<file path="src/rtl/addon_pkg.sv">
// Shared types and constants for the leg solver and its squarer.
package addon_pkg;

  localparam int unsigned ADDON_W = 8;

  // Last iteration index of the W-step squarer and square-root loops.
  localparam int unsigned ADDON_ITER_LAST = ADDON_W - 1;

  typedef enum logic [2:0] {
    ST_IDLE,
    ST_MUL_R,
    ST_MUL_X,
    ST_DIFF,
    ST_ROOT,
    ST_DONE
  } addon_state_e;

  // Iteration-count constant for an arbitrary width.
  function automatic int unsigned iter_last(input int unsigned w);
    return w - 1;
  endfunction

endpackage

</file>
<file path="src/rtl/addon_sqmul.sv">
// W x W shift-add squarer, LSB first, one partial product per cycle.
// start loads the operand; done is high during the cycle whose edge
// performs the final add, and product carries that final sum.
module addon_sqmul
  import addon_pkg::*;
#(
  parameter int unsigned W = ADDON_W
) (
  input  logic           clk,
  input  logic           rst_n,
  input  logic           ena,
  input  logic           start,
  input  logic [W-1:0]   a,
  output logic           done,
  output logic [2*W-1:0] product
);

  localparam int unsigned CW = (W > 1) ? $clog2(W) : 1;
  localparam logic [CW-1:0] CNT_LAST = CW'(iter_last(W));

  logic [2*W-1:0] mcand_q;
  logic [2*W-1:0] acc_q;
  logic [2*W-1:0] sum;
  logic [W-1:0]   mplier_q;
  logic [CW-1:0]  cnt_q;
  logic           busy_q;

  // Accumulator plus the current partial product.
  always_comb begin
    sum = acc_q + (mplier_q[0] ? mcand_q : '0);
  end

  assign done    = ena && busy_q && (cnt_q == CNT_LAST);
  assign product = sum;

  // Shift-add step; a start on the final step's edge reloads for the next
  // operand, since the finished product is consumed combinationally.
  always_ff @(posedge clk or negedge rst_n) begin
    if (!rst_n) begin
      mcand_q  <= '0;
      acc_q    <= '0;
      mplier_q <= '0;
      cnt_q    <= '0;
      busy_q   <= 1'b0;
    end else if (ena) begin
      if (busy_q) begin
        acc_q    <= sum;
        mcand_q  <= mcand_q << 1;
        mplier_q <= mplier_q >> 1;
        cnt_q    <= cnt_q + 1'b1;
        if (cnt_q == CNT_LAST) begin
          busy_q <= 1'b0;
        end
      end
      if (start) begin
        mcand_q  <= {{W{1'b0}}, a};
        mplier_q <= a;
        acc_q    <= '0;
        cnt_q    <= '0;
        busy_q   <= 1'b1;
      end
    end
  end

endmodule

</file>
<file path="src/rtl/addon_leg_solver.sv">
// Computes y = floor(sqrt(r^2 - x^2)) with a shared serial squarer and a
// bit-serial square root, behind valid/ready handshakes on both sides.
module addon_leg_solver
  import addon_pkg::*;
#(
  parameter int unsigned W = ADDON_W
) (
  input  logic         clk,
  input  logic         rst_n,
  input  logic         ena,
  input  logic         in_valid,
  output logic         in_ready,
  input  logic [W-1:0] r_in,
  input  logic [W-1:0] x_in,
  output logic         out_valid,
  input  logic         out_ready,
  output logic [W-1:0] y_out,
  output logic         err
);

  localparam int unsigned CW = (W > 1) ? $clog2(W) : 1;
  localparam logic [CW-1:0] IT_LAST = CW'(iter_last(W));

  addon_state_e state_q, state_d;

  logic [W-1:0]   x_q;
  logic [2*W-1:0] rsq_q;
  logic [2*W-1:0] xsq_q;
  logic [2*W-1:0] d_q;
  logic [W+1:0]   rem_q;
  logic [W-1:0]   root_q;
  logic [CW-1:0]  it_q;
  logic           err_q;

  logic           sq_start;
  logic [W-1:0]   sq_a;
  logic           sq_done;
  logic [2*W-1:0] sq_prod;

  logic           accept;
  logic           root_last;
  logic           out_fire;

  logic [W+1:0]   rem_sh;
  logic [W+1:0]   trial;
  logic           trial_ok;
  logic [W+1:0]   rem_nx;
  logic [W-1:0]   root_nx;

  // r is squared straight from the input port on the accept edge; x is
  // held in x_q and fed in on the edge where r^2 completes.
  addon_sqmul #(
    .W(W)
  ) u_sqmul (
    .clk    (clk),
    .rst_n  (rst_n),
    .ena    (ena),
    .start  (sq_start),
    .a      (sq_a),
    .done   (sq_done),
    .product(sq_prod)
  );

  // One square-root step: bring down two radicand bits and try to subtract.
  always_comb begin
    rem_sh   = {rem_q[W-1:0], d_q[2*W-1 -: 2]};
    trial    = {root_q, 2'b01};
    trial_ok = (rem_sh >= trial);
    rem_nx   = trial_ok ? (rem_sh - trial) : rem_sh;
    root_nx  = {root_q[W-2:0], trial_ok};
  end

  // Next-state, handshake and squarer control.
  always_comb begin
    state_d   = state_q;
    in_ready  = 1'b0;
    sq_start  = 1'b0;
    sq_a      = x_q;
    accept    = 1'b0;
    root_last = 1'b0;
    out_fire  = 1'b0;
    case (state_q)
      ST_IDLE: begin
        in_ready = ena;
        sq_a     = r_in;
        if (ena && in_valid) begin
          accept   = 1'b1;
          sq_start = 1'b1;
          state_d  = ST_MUL_R;
        end
      end
      ST_MUL_R: begin
        if (sq_done) begin
          sq_start = 1'b1;
          state_d  = ST_MUL_X;
        end
      end
      ST_MUL_X: begin
        if (sq_done) begin
          state_d = ST_DIFF;
        end
      end
      ST_DIFF: begin
        if (ena) begin
          state_d = ST_ROOT;
        end
      end
      ST_ROOT: begin
        if (ena && (it_q == IT_LAST)) begin
          root_last = 1'b1;
          state_d   = ST_DONE;
        end
      end
      ST_DONE: begin
        if (ena && out_valid && out_ready) begin
          out_fire = 1'b1;
          state_d  = ST_IDLE;
        end
      end
      default: state_d = ST_IDLE;
    endcase
  end

  // State register.
  always_ff @(posedge clk or negedge rst_n) begin
    if (!rst_n) begin
      state_q <= ST_IDLE;
    end else if (ena) begin
      state_q <= state_d;
    end
  end

  // Datapath registers: operand capture, squares, difference, root, outputs.
  always_ff @(posedge clk or negedge rst_n) begin
    if (!rst_n) begin
      x_q       <= '0;
      rsq_q     <= '0;
      xsq_q     <= '0;
      d_q       <= '0;
      rem_q     <= '0;
      root_q    <= '0;
      it_q      <= '0;
      err_q     <= 1'b0;
      y_out     <= '0;
      err       <= 1'b0;
      out_valid <= 1'b0;
    end else if (ena) begin
      case (state_q)
        ST_IDLE: begin
          if (accept) begin
            x_q <= x_in;
          end
        end
        ST_MUL_R: begin
          if (sq_done) begin
            rsq_q <= sq_prod;
          end
        end
        ST_MUL_X: begin
          if (sq_done) begin
            xsq_q <= sq_prod;
          end
        end
        ST_DIFF: begin
          if (xsq_q > rsq_q) begin
            err_q <= 1'b1;
            d_q   <= '0;
          end else begin
            err_q <= 1'b0;
            d_q   <= rsq_q - xsq_q;
          end
          rem_q  <= '0;
          root_q <= '0;
          it_q   <= '0;
        end
        ST_ROOT: begin
          rem_q  <= rem_nx;
          root_q <= root_nx;
          d_q    <= d_q << 2;
          it_q   <= it_q + 1'b1;
          if (root_last) begin
            y_out     <= root_nx;
            err       <= err_q;
            out_valid <= 1'b1;
          end
        end
        ST_DONE: begin
          if (out_fire) begin
            out_valid <= 1'b0;
          end
        end
        default: ;
      endcase
    end
  end

endmodule

</file>
<file path="config.mk">
export PLATFORM = sky130hd
export DESIGN_NAME = addon_leg_solver
export DESIGN_NICKNAME = d
export VERILOG_FILES = /design/src/rtl/addon_pkg.sv /design/src/rtl/addon_sqmul.sv /design/src/rtl/addon_leg_solver.sv
export SDC_FILE = /design/constraint.sdc
export NUM_CORES = 1
export LEC_CHECK = 0
export CELL_PAD_IN_SITES_DETAIL_PLACEMENT = 1
export CELL_PAD_IN_SITES_GLOBAL_PLACEMENT = 1
export CORE_ASPECT_RATIO = 0.8
export CORE_MARGIN = 2
export CORE_UTILIZATION = 44
export CTS_CLUSTER_DIAMETER = 30
export DETAILED_ROUTE_END_ITERATION = 6
export PLACE_DENSITY_LB_ADDON = 0.15
export SLEW_MARGIN = 5
export SYNTH_ARGS = -nofsm -noshare
export SYNTH_HDL_FRONTEND = slang
export SYNTH_SLANG_ARGS = --single-unit
export TNS_END_PERCENT = 10
</file>
<file path="constraint.sdc">
create_clock -name clk -period 2.7 [get_ports clk]
set_clock_uncertainty 0.2 [all_clocks]
set_input_delay 0.27 -clock clk [delete_from_list [all_inputs] [get_ports clk]]
set_output_delay 0.27 -clock clk [all_outputs]
set_load 0.03 [all_outputs]
</file>
After elaboration in Yosys (flattened, before gate mapping)

Index checks and enable logic that the tools add are counted.

Bits in registers: 133
Logic and storage cells: 95
Output and inout port bits: 11

Magnitude comparators: 2
Eq/ne operators: 14
Reduce and logical (&&, ||, !) cells: 19
Muxes and demuxes: 38
Add/sub/neg operators: 5

Operators with widths:

| cell                                                            | number |
|---|---|
| 16-bit two-way mux                                              | 6 |
| 8-bit two-way mux                                               | 4 |
| 16-bit one-hot mux with 2 select lines                          | 1 |
| 8-bit one-hot mux with 2 select lines                           | 2 |
| 3-bit two-way mux                                               | 7 |
| 3-bit one-hot mux with 6 select lines                           | 1 |
| 16-bit adder                                                    | 1 |
| 16-bit greater-than comparator                                  | 1 |
| 16-bit subtractor                                               | 1 |
| 1-bit two-way mux                                               | 14 |
| 2-bit inequality test, second input constant                    | 7 |
| 3-bit == test, second input constant                            | 4 |
| 3-bit AND reduction                                             | 4 |
| 10-bit >= comparator                                            | 1 |
| 8-bit subtractor                                                | 1 |
| 3-bit by 1-bit adder with 3-bit output, second input constant   | 2 |
| 3-bit by 2-bit == test with 1-bit output, second input constant | 2 |
| 1-bit logical AND                                               | 6 |
| 3-bit one-hot mux with 2 select lines                           | 1 |
| 2-bit AND reduction                                             | 3 |
| 6-bit AND reduction                                             | 1 |
| 2-bit nonzero test                                              | 3 |
| 1-bit one-hot mux with 2 select lines                           | 2 |
| 4-bit AND reduction                                             | 1 |
| other kinds (2)                                                 | 2 |

Logic depth before layout (Yosys ltp)

Gate-level depths: netlist of the first run.

Depth in word-level cells: 6
Mapped depth: 11
Depth with buffers taken out: 10

By module

From an unflattened synthesis of the first run, not the netlist that was laid out.

Cell total of the unflattened synthesis: 750
Area, all modules: 7503.4 µm²

By module, submodules not included:

| module           | area each (µm²) | instances | cells each | sequential area each (µm²) |
|---|---|---|---|---|
| addon_leg_solver | 4906.0          | 1         | 495        | 2227.1 |
| addon_sqmul      | 2597.5          | 1         | 255        | 1101.1 |

Least setup slack after synthesis of the first run

Ideal clock, no wire load.

Path kind: reg2reg
Start point: register u_sqmul.mplier_q[0]
End point: register rsq_q[15]
Required time: 2.375 ns
Arrival time: 2.407 ns
Slack: -0.032 ns
Cell stages (with the launch flop): 11
Buffers on the path: 1
Path through: dfrtp_1 -> clkbuf_1 -> and2_1 -> ha_1 -> a21oi_1 -> o211a_1 -> and4bb_2 -> o31ai_1 -> nand2_1 -> xnor2_1 -> mux2_2

Cells in the longest elaborated chain, start to end: 2

Ends and longest elaborated chain:

| what                   | RTL line                | text |
|---|---|---|
| start, declared        | addon_sqmul.sv:24       | `logic [W-1:0] mplier_q;` |
| start signal, assigned | addon_sqmul.sv:49       | `mplier_q <= mplier_q >> 1;` |
| 16-bit two-way mux     | addon_sqmul.sv:30       | `sum = acc_q + (mplier_q[0] ? mcand_q : '0);` |
| 16-bit adder           | addon_sqmul.sv:30       |  |
| end signal, assigned   | addon_leg_solver.sv:156 | `rsq_q <= sq_prod;` |
| end, declared          | addon_leg_solver.sv:27  | `logic [2*W-1:0] rsq_q;` |

Every way passes these cells.
A chain may end at the register's enable or synchronous reset.

Final worst setup path of the first run

Start point: register u_sqmul.mcand_q[0]
End point: register rsq_q[12]

Cells in the longest elaborated chain, start to end: 2

Ends and longest elaborated chain:

| what                   | RTL line          | text |
|---|---|---|
| start, declared        | addon_sqmul.sv:21 | `logic [2*W-1:0] mcand_q;` |
| start signal, assigned | addon_sqmul.sv:48 | `mcand_q <= mcand_q << 1;` |
| start signal, assigned | addon_sqmul.sv:56 | `mcand_q <= {{W{1'b0}}, a};` |
| 16-bit two-way mux     | addon_sqmul.sv:30 |  |
| 16-bit adder           | addon_sqmul.sv:30 |  |

Every way passes these cells.

==> results of run 1 <==
-- cell usage in the layout (no fill, tap or decap), drive strengths merged, types with 4 or more instances in the layout --
cell type,count
a21o,16
nor2,46
dfrtp,133
a221oi,10
xor2,12
o31ai,4
mux2,37
o21a,7
ha,46
nor3,5
nand2,72
o21ai,47
xnor2,20
a221o,15
clkbuf,21
bufinv,4
clkdlybuf4s50,29
a211oi,6
inv,36
and2,20
and3,6
nor2b,6
nand3,9
o211ai,4
buf,58
nand2b,5
o22ai,10
a22o,27
a21oi,48
-- logic make-up after synthesis --
kind of cell	synth area share
compound gates	0.200
simple gates	0.116
flops	0.460
buf+inv	0.0403
fa+ha+maj	0.0851
mux	0.0604
xor+xnor	0.0387
-- final cells by class --
cell class / count / area (um2)
multi-input cells: 511 / 3970
repair buffers: 88 / 776
flip-flops and latches: 133 / 3330
well taps: 215 / 269
fillers: 1712 / 6840
clock buffers: 21 / 480
clock inverters: 10 / 168
inverters: 33 / 124
-- power groups by stage --
| stage | Clock [mW] | Sequential (mW) | Combinational [mW] |
|---|---|---|---|
| finish | 2.57 | 3.06 | 5.21 |
| global route | 2.68 | 3.14 | 5.67 |
| CTS | 2.60 | 3.04 | 4.90 |
| detailed placement | 0 | 3.04 | 4.59 |
| global placement | 0 | 3.00 | 4.37 |
| floorplan | 0 | 2.85 | 3.24 |
-- stage by stage --
stage / setup TNS (ps) / hold WS, ps / setup slack, ps / total power, mW / std cells
2_1_floorplan: 0 / -226 / 9.23 / 6.09 / 712
3_3_place_gp: -1280 / -13.6 / -139 / 7.37 / 970
3_5_place_dp: -4370 / -2.71 / -260 / 7.63 / 970
4_1_cts: -379 / 109 / -52.9 / 10.5 / 1007
5_1_grt: -1580 / 129 / -152 / 11.5 / 1011
6_report: -301 / 110 / -76.0 / 10.8 / 1011
-- how the worst max path moves through the flow --
stage	cells after the start	startpoint	end	slack [ps]
floorplan	10	u_sqmul.mplier_q[0]$_DFFE_PN0P_	rsq_q[15]$_DFFE_PN0P_	9
global placement	10	u_sqmul.mcand_q[0]$_DFFE_PN0P_	xsq_q[12]$_DFFE_PN0P_	-140
detailed placement	9	u_sqmul.mplier_q[0]$_DFFE_PN0P_	xsq_q[15]$_DFFE_PN0P_	-260
CTS	11	u_sqmul.mplier_q[0]$_DFFE_PN0P_	xsq_q[11]$_DFFE_PN0P_	-50
global route	10	u_sqmul.mplier_q[0]$_DFFE_PN0P_	xsq_q[12]$_DFFE_PN0P_	-150
finish	10	u_sqmul.mcand_q[0]$_DFFE_PN0P_	rsq_q[12]$_DFFE_PN0P_	-80
-- routing by layer --
| metal | routed length, um | track usage |
|---|---|---|
| met2 | 10200 | 0.409 |
| met4 | 243 | 0.0625 |
| met3 | 611 | 0.0436 |
| met5 | 0 | 0 |
| met1 | 9760 | 0.331 |
-- critical path: cells and delay by family, from the launching register on --
kind,cells,cell delay (ps)
and+or+nand+nor,1,180
AOI/OAI and AO/OA,4,740
buffers and inverters,1,150
DFF,1,400
xor gates and xnor gates,1,170
muxes,1,270
adders and majority gates,2,540
-- registers in the layout (all words and copies together) (netlist names), 8 cells and up --
name	cells
u_sqmul.mplier_q	8
xsq_q	16
d_q	16
x_q	8
rsq_q	16
u_sqmul.acc_q	16
rem_q	8
u_sqmul.mcand_q	16
y_out	8
root_q	8
-- timing repair --
| action | in CTS | in global routing |
|---|---|---|
| setup endpoints to repair | 37 | 49 |
| hold buffers | 1 | 0 |
| pin swaps | 16 | 18 |
| cloned | 0 | 0 |
| hold endpoints to repair | 101 | 0 |
| gates resized for setup | 41 | 37 |
| buffers inserted | 5 | 4 |
==> flow_summary.toml, run 1 <==
[run_status]
outcome = "finished with violations"
violations = "negative setup slack"

[pwr]
p_comb_frac = 0.481
power_leakage_nw = 4.27
p_sw_mw = 4.30
powerDensity_nw_per_um2 = 1190
peakVddDrop_v = 0.000538
p_sw_frac = 0.396
p_clk_frac = 0.237
p_int_mw = 6.54
seq_power_share = 0.282

[floorplan]
die_area_um2 = 17500
core_area_um2 = 16000
dieHeight_um = 119
pin_count = 32
die_width_um = 147
rows = 41
start_util = 0.453

[detailed_routing]
post_drt_wl_per_cell_um = 20.6
dr_total_vias = 5858
drt_wl_total_um = 20800
viasPerCell = 5.79
drt-initial-drc-count = 299
drc = 0
drtAntennaViolNets = 0
first_pass_iters = 4

[setup_path]
r2r-start = "u_sqmul.mcand_q[0]$_DFFE_PN0P_"
worst-path-max-fanout = 3
crit_path_end_kind = "flop"
start_kind = "flop"
slowest_delay_ps = 400
crit_chain = "and2_4 -> ha_4 -> fa_2 -> a211oi_4 -> o21ai_2 -> a21oi_2 -> buf_4 -> o21bai_1 -> xor2_1 -> mux2_2"
rr_worst_depth = 10
r2r_end = "rsq_q[12]$_DFFE_PN0P_"
critPathRequiredTime_ps = 2810
cp.arrival_ps = 2890
crit_slowest_cell = "dfrtp_1"
crit_type = "flop to flop"
worst-r2r-setup-slack_ps = -80

[clock_network]
cts_tree = "built"
cts_root_buf = "clkbuf_16"
clk_pin_slew_ps = 60
clk_latency_ps = 430
cts_buffers = 17
cts_sinks = 133
cts_max_level = 4
clockBufferDepth = 2

[timing]
setup_viol = 10
period_share = 1.03
fmax_mhz = 360
finalMaxSlewViolations = 0
setup_ws_ps = -76.0
max_slew_margin = 0.630
tightest_slew_ps = 554
hold_viol = 0
post-route-min-period_ps = 2780
rsz0062_at_grt = "yes"

[synthesis]
synth_area_leader_cell = "dfrtp_1"
synthDistinctLibCells = 54
synth_edf_count = 0
yosysMostFrequentCell = "dfrtp_1"
yosys_warnings = 0
synth_top_cells_by_area = "dfrtp_1, ha_1, mux2_2"
syn-instance-count = 712
ys_seq_area_frac = 0.460
syn_avg_cell_area_um2 = 10.2
synth_seq_cells = 133
synth_commonest_cells = "dfrtp_1, nand2_1, a21oi_1"
synth_ff_type = "dfrtp_1"
ys_async_sr_fraction = 1.00
synth_fp_nets = 781
synth_top_area_frac = 0.460
syn_area_um2 = 7230

[hold_path]
min_path_type = "input port to asynchronous set/reset pin"

[placed_design]
place_area_um2 = 8030
portBuffers = 31
place_hpwl_um = 13700
gp_congestion = 0.851

[global_route]
grt_start_max_net_pins = 67
antenna_found_initial = 0
grt_pass1_wl_um = 33600
grt_usage = 0.245
grt-ovfl-total = 0
grt_pass1_vias = 6256

[layout]
drive_gt1_frac = 0.229
antennaDiodeCount = 0
post-route-util = 0.571
finalNetCount = 853
finalInstanceArea_um2 = 9110
area_growth_pct = 26.0

[job]
drv_cap = 0
Power figures use the tool's default switching activity.
==> run 2, diff against run 1 <==
==> constraint.sdc (replaced) <==
create_clock -name clk -period 2.7 [get_ports clk]
set_clock_uncertainty 0.2 [all_clocks]
set_input_delay 0.405 -clock clk [delete_from_list [all_inputs] [get_ports clk]]
set_output_delay 0.405 -clock clk [all_outputs]
set_load 0.03 [all_outputs]
==> flow_summary.toml, run 2 (synthesis results as in run 1) <==
[setup_path]
crit_chain = "buf_6 -> buf_4 -> and2_1 -> ha_1 -> a21oi_1 -> o21ai_2 -> a221o_1 -> a21o_1 -> nand2_2 -> xnor2_2 -> mux2_4"
worst-path-max-fanout = 7
rr_worst_depth = 11
r2r-start = "u_sqmul.mplier_q[0]$_DFFE_PN0P_"
crit_path_end_kind = "flop"
start_kind = "flop"
crit_slowest_cell = "dfrtp_2"
crit_type = "flop to flop"
worst-r2r-setup-slack_ps = -120
critPathTopFamily = "compound AO/OA/AOI/OAI gates"
critPathRequiredTime_ps = 2810
cp.arrival_ps = 2930
slowest_delay_ps = 460
r2r_end = "xsq_q[15]$_DFFE_PN0P_"
critical_path_buf_inv_count = 2

[global_route]
grt_pass1_vias = 6262
grt_start_max_net_pins = 55
grt-ovfl-total = 0
antenna_found_initial = 0
grt_pass1_wl_um = 33100
grt_usage = 0.239

[clock_network]
clk_pin_slew_ps = 60
cts_buffers = 17
cts_tree = "built"
cts_sinks = 133
clk_latency_ps = 430
cts_root_buf = "clkbuf_16"
cts_max_level = 4
clockBufferDepth = 2

[run_status]
outcome = "finished with violations"
violations = "negative setup slack"

[floorplan]
die_width_um = 147
start_util = 0.453
die_area_um2 = 17500
dieHeight_um = 119
rows = 41
core_area_um2 = 16000
pin_count = 32

[placed_design]
dp.cells = 977
pre_cts_ws_ps = -208
place_hpwl_um = 13700
portBuffers = 31
gp_congestion = 0.908
place_area_um2 = 8080

[pwr]
p_clk_frac = 0.244
p_int_mw = 6.46
p_comb_frac = 0.474
p_sw_mw = 4.21
power_mw = 10.7
peakVddDrop_v = 0.000504
p_sw_frac = 0.395
seq_power_share = 0.282
power_leakage_nw = 4.29
powerDensity_nw_per_um2 = 1170

[hold_path]
worstHoldStart = "y_out[5]$_DFFE_PN0P_"
min_to = "y_out[5]$_DFFE_PN0P_"
holdPathStages = 2
min_path_type = "flop to flop"

[layout]
mostFrequentLayoutCells = "dfrtp_1, nand2_1, buf_4"
fin_cells = 1018
area_growth_pct = 25.6
finalNetCount = 859
final_common_cell = "dfrtp_1"
drive_gt1_frac = 0.228
finalInstanceArea_um2 = 9090
antennaDiodeCount = 0
post-route-util = 0.570

[timing]
period_share = 1.05
rsz0062_at_grt = "yes"
post-route-min-period_ps = 2820
fin_setup_tns_ps = -797
hold_ws_ps = 285
fmax_mhz = 354
max_slew_margin = 0.594
finalMaxSlewViolations = 0
setup_viol = 16
setup_ws_ps = -123
tightest_slew_ps = 607
hold_viol = 0

[detailed_routing]
first_pass_iters = 4
drtAntennaViolNets = 0
dr_total_vias = 5898
drc = 0
viasPerCell = 5.79
drt_wl_total_um = 20300
post_drt_wl_per_cell_um = 19.9
drt-initial-drc-count = 295

[job]
drv_cap = 0
## run 2: tightest hold or removal path: stages, from the launching register on
cell     delay [ps]
dfrtp_1         340
nand2_1          40
o21ai_0          60
## run 2: repair_timing
action / in CTS / in global routing
buffers inserted: 5 / 2
hold buffers: 1 / 0
endpoints found under the setup margin: 43 / 41
pin swaps: 14 / 18
resized for setup: 34 / 32
hold endpoints to repair: 50 / 0
gates cloned: 1 / 0
## run 2: how the worst max path moves through the flow
stage	startpoint	endpoint	slack (ps)	cells after the start
floorplan	u_sqmul.mplier_q[0]$_DFFE_PN0P_	rsq_q[15]$_DFFE_PN0P_	9	10
global placement	u_sqmul.mcand_q[0]$_DFFE_PN0P_	xsq_q[12]$_DFFE_PN0P_	-170	10
CTS	u_sqmul.mplier_q[0]$_DFFE_PN0P_	rsq_q[15]$_DFFE_PN0P_	-50	11
detailed placement	u_sqmul.mplier_q[0]$_DFFE_PN0P_	xsq_q[15]$_DFFE_PN0P_	-210	9
global route	u_sqmul.mplier_q[0]$_DFFE_PN0P_	rsq_q[15]$_DFFE_PN0P_	-210	11
finish	u_sqmul.mplier_q[0]$_DFFE_PN0P_	xsq_q[15]$_DFFE_PN0P_	-120	11
## run 2: layer usage
layer  vias to the layer above  GRT usage  share of wire
met1                      3046      0.331           0.47
met4                         0     0.0679          0.014
met5                         -          0              0
li1                       2720          -              -
met3                        28     0.0402          0.030
met2                       104      0.386           0.48
## run 2: layout make-up
cell class                      count  area, um2
Clock buffer                       18        429
Clock inverter                     14        224
Fill cell                        1712       6870
Inverter                           33        124
Multi-Input combinational cell    511       3890
Sequential cell                   133       3330
Tap cell                          215        269
Timing Repair Buffer               94        818
## run 2: power groups by stage
stage               sequential, mW  clock [mW]  combinational (mW)
floorplan                     2.85           0                3.24
global placement              2.96           0                4.37
detailed placement            2.99           0                4.59
CTS                           2.99        2.63                4.85
global route                  3.08        2.71                5.54
finish                        3.01        2.60                5.06
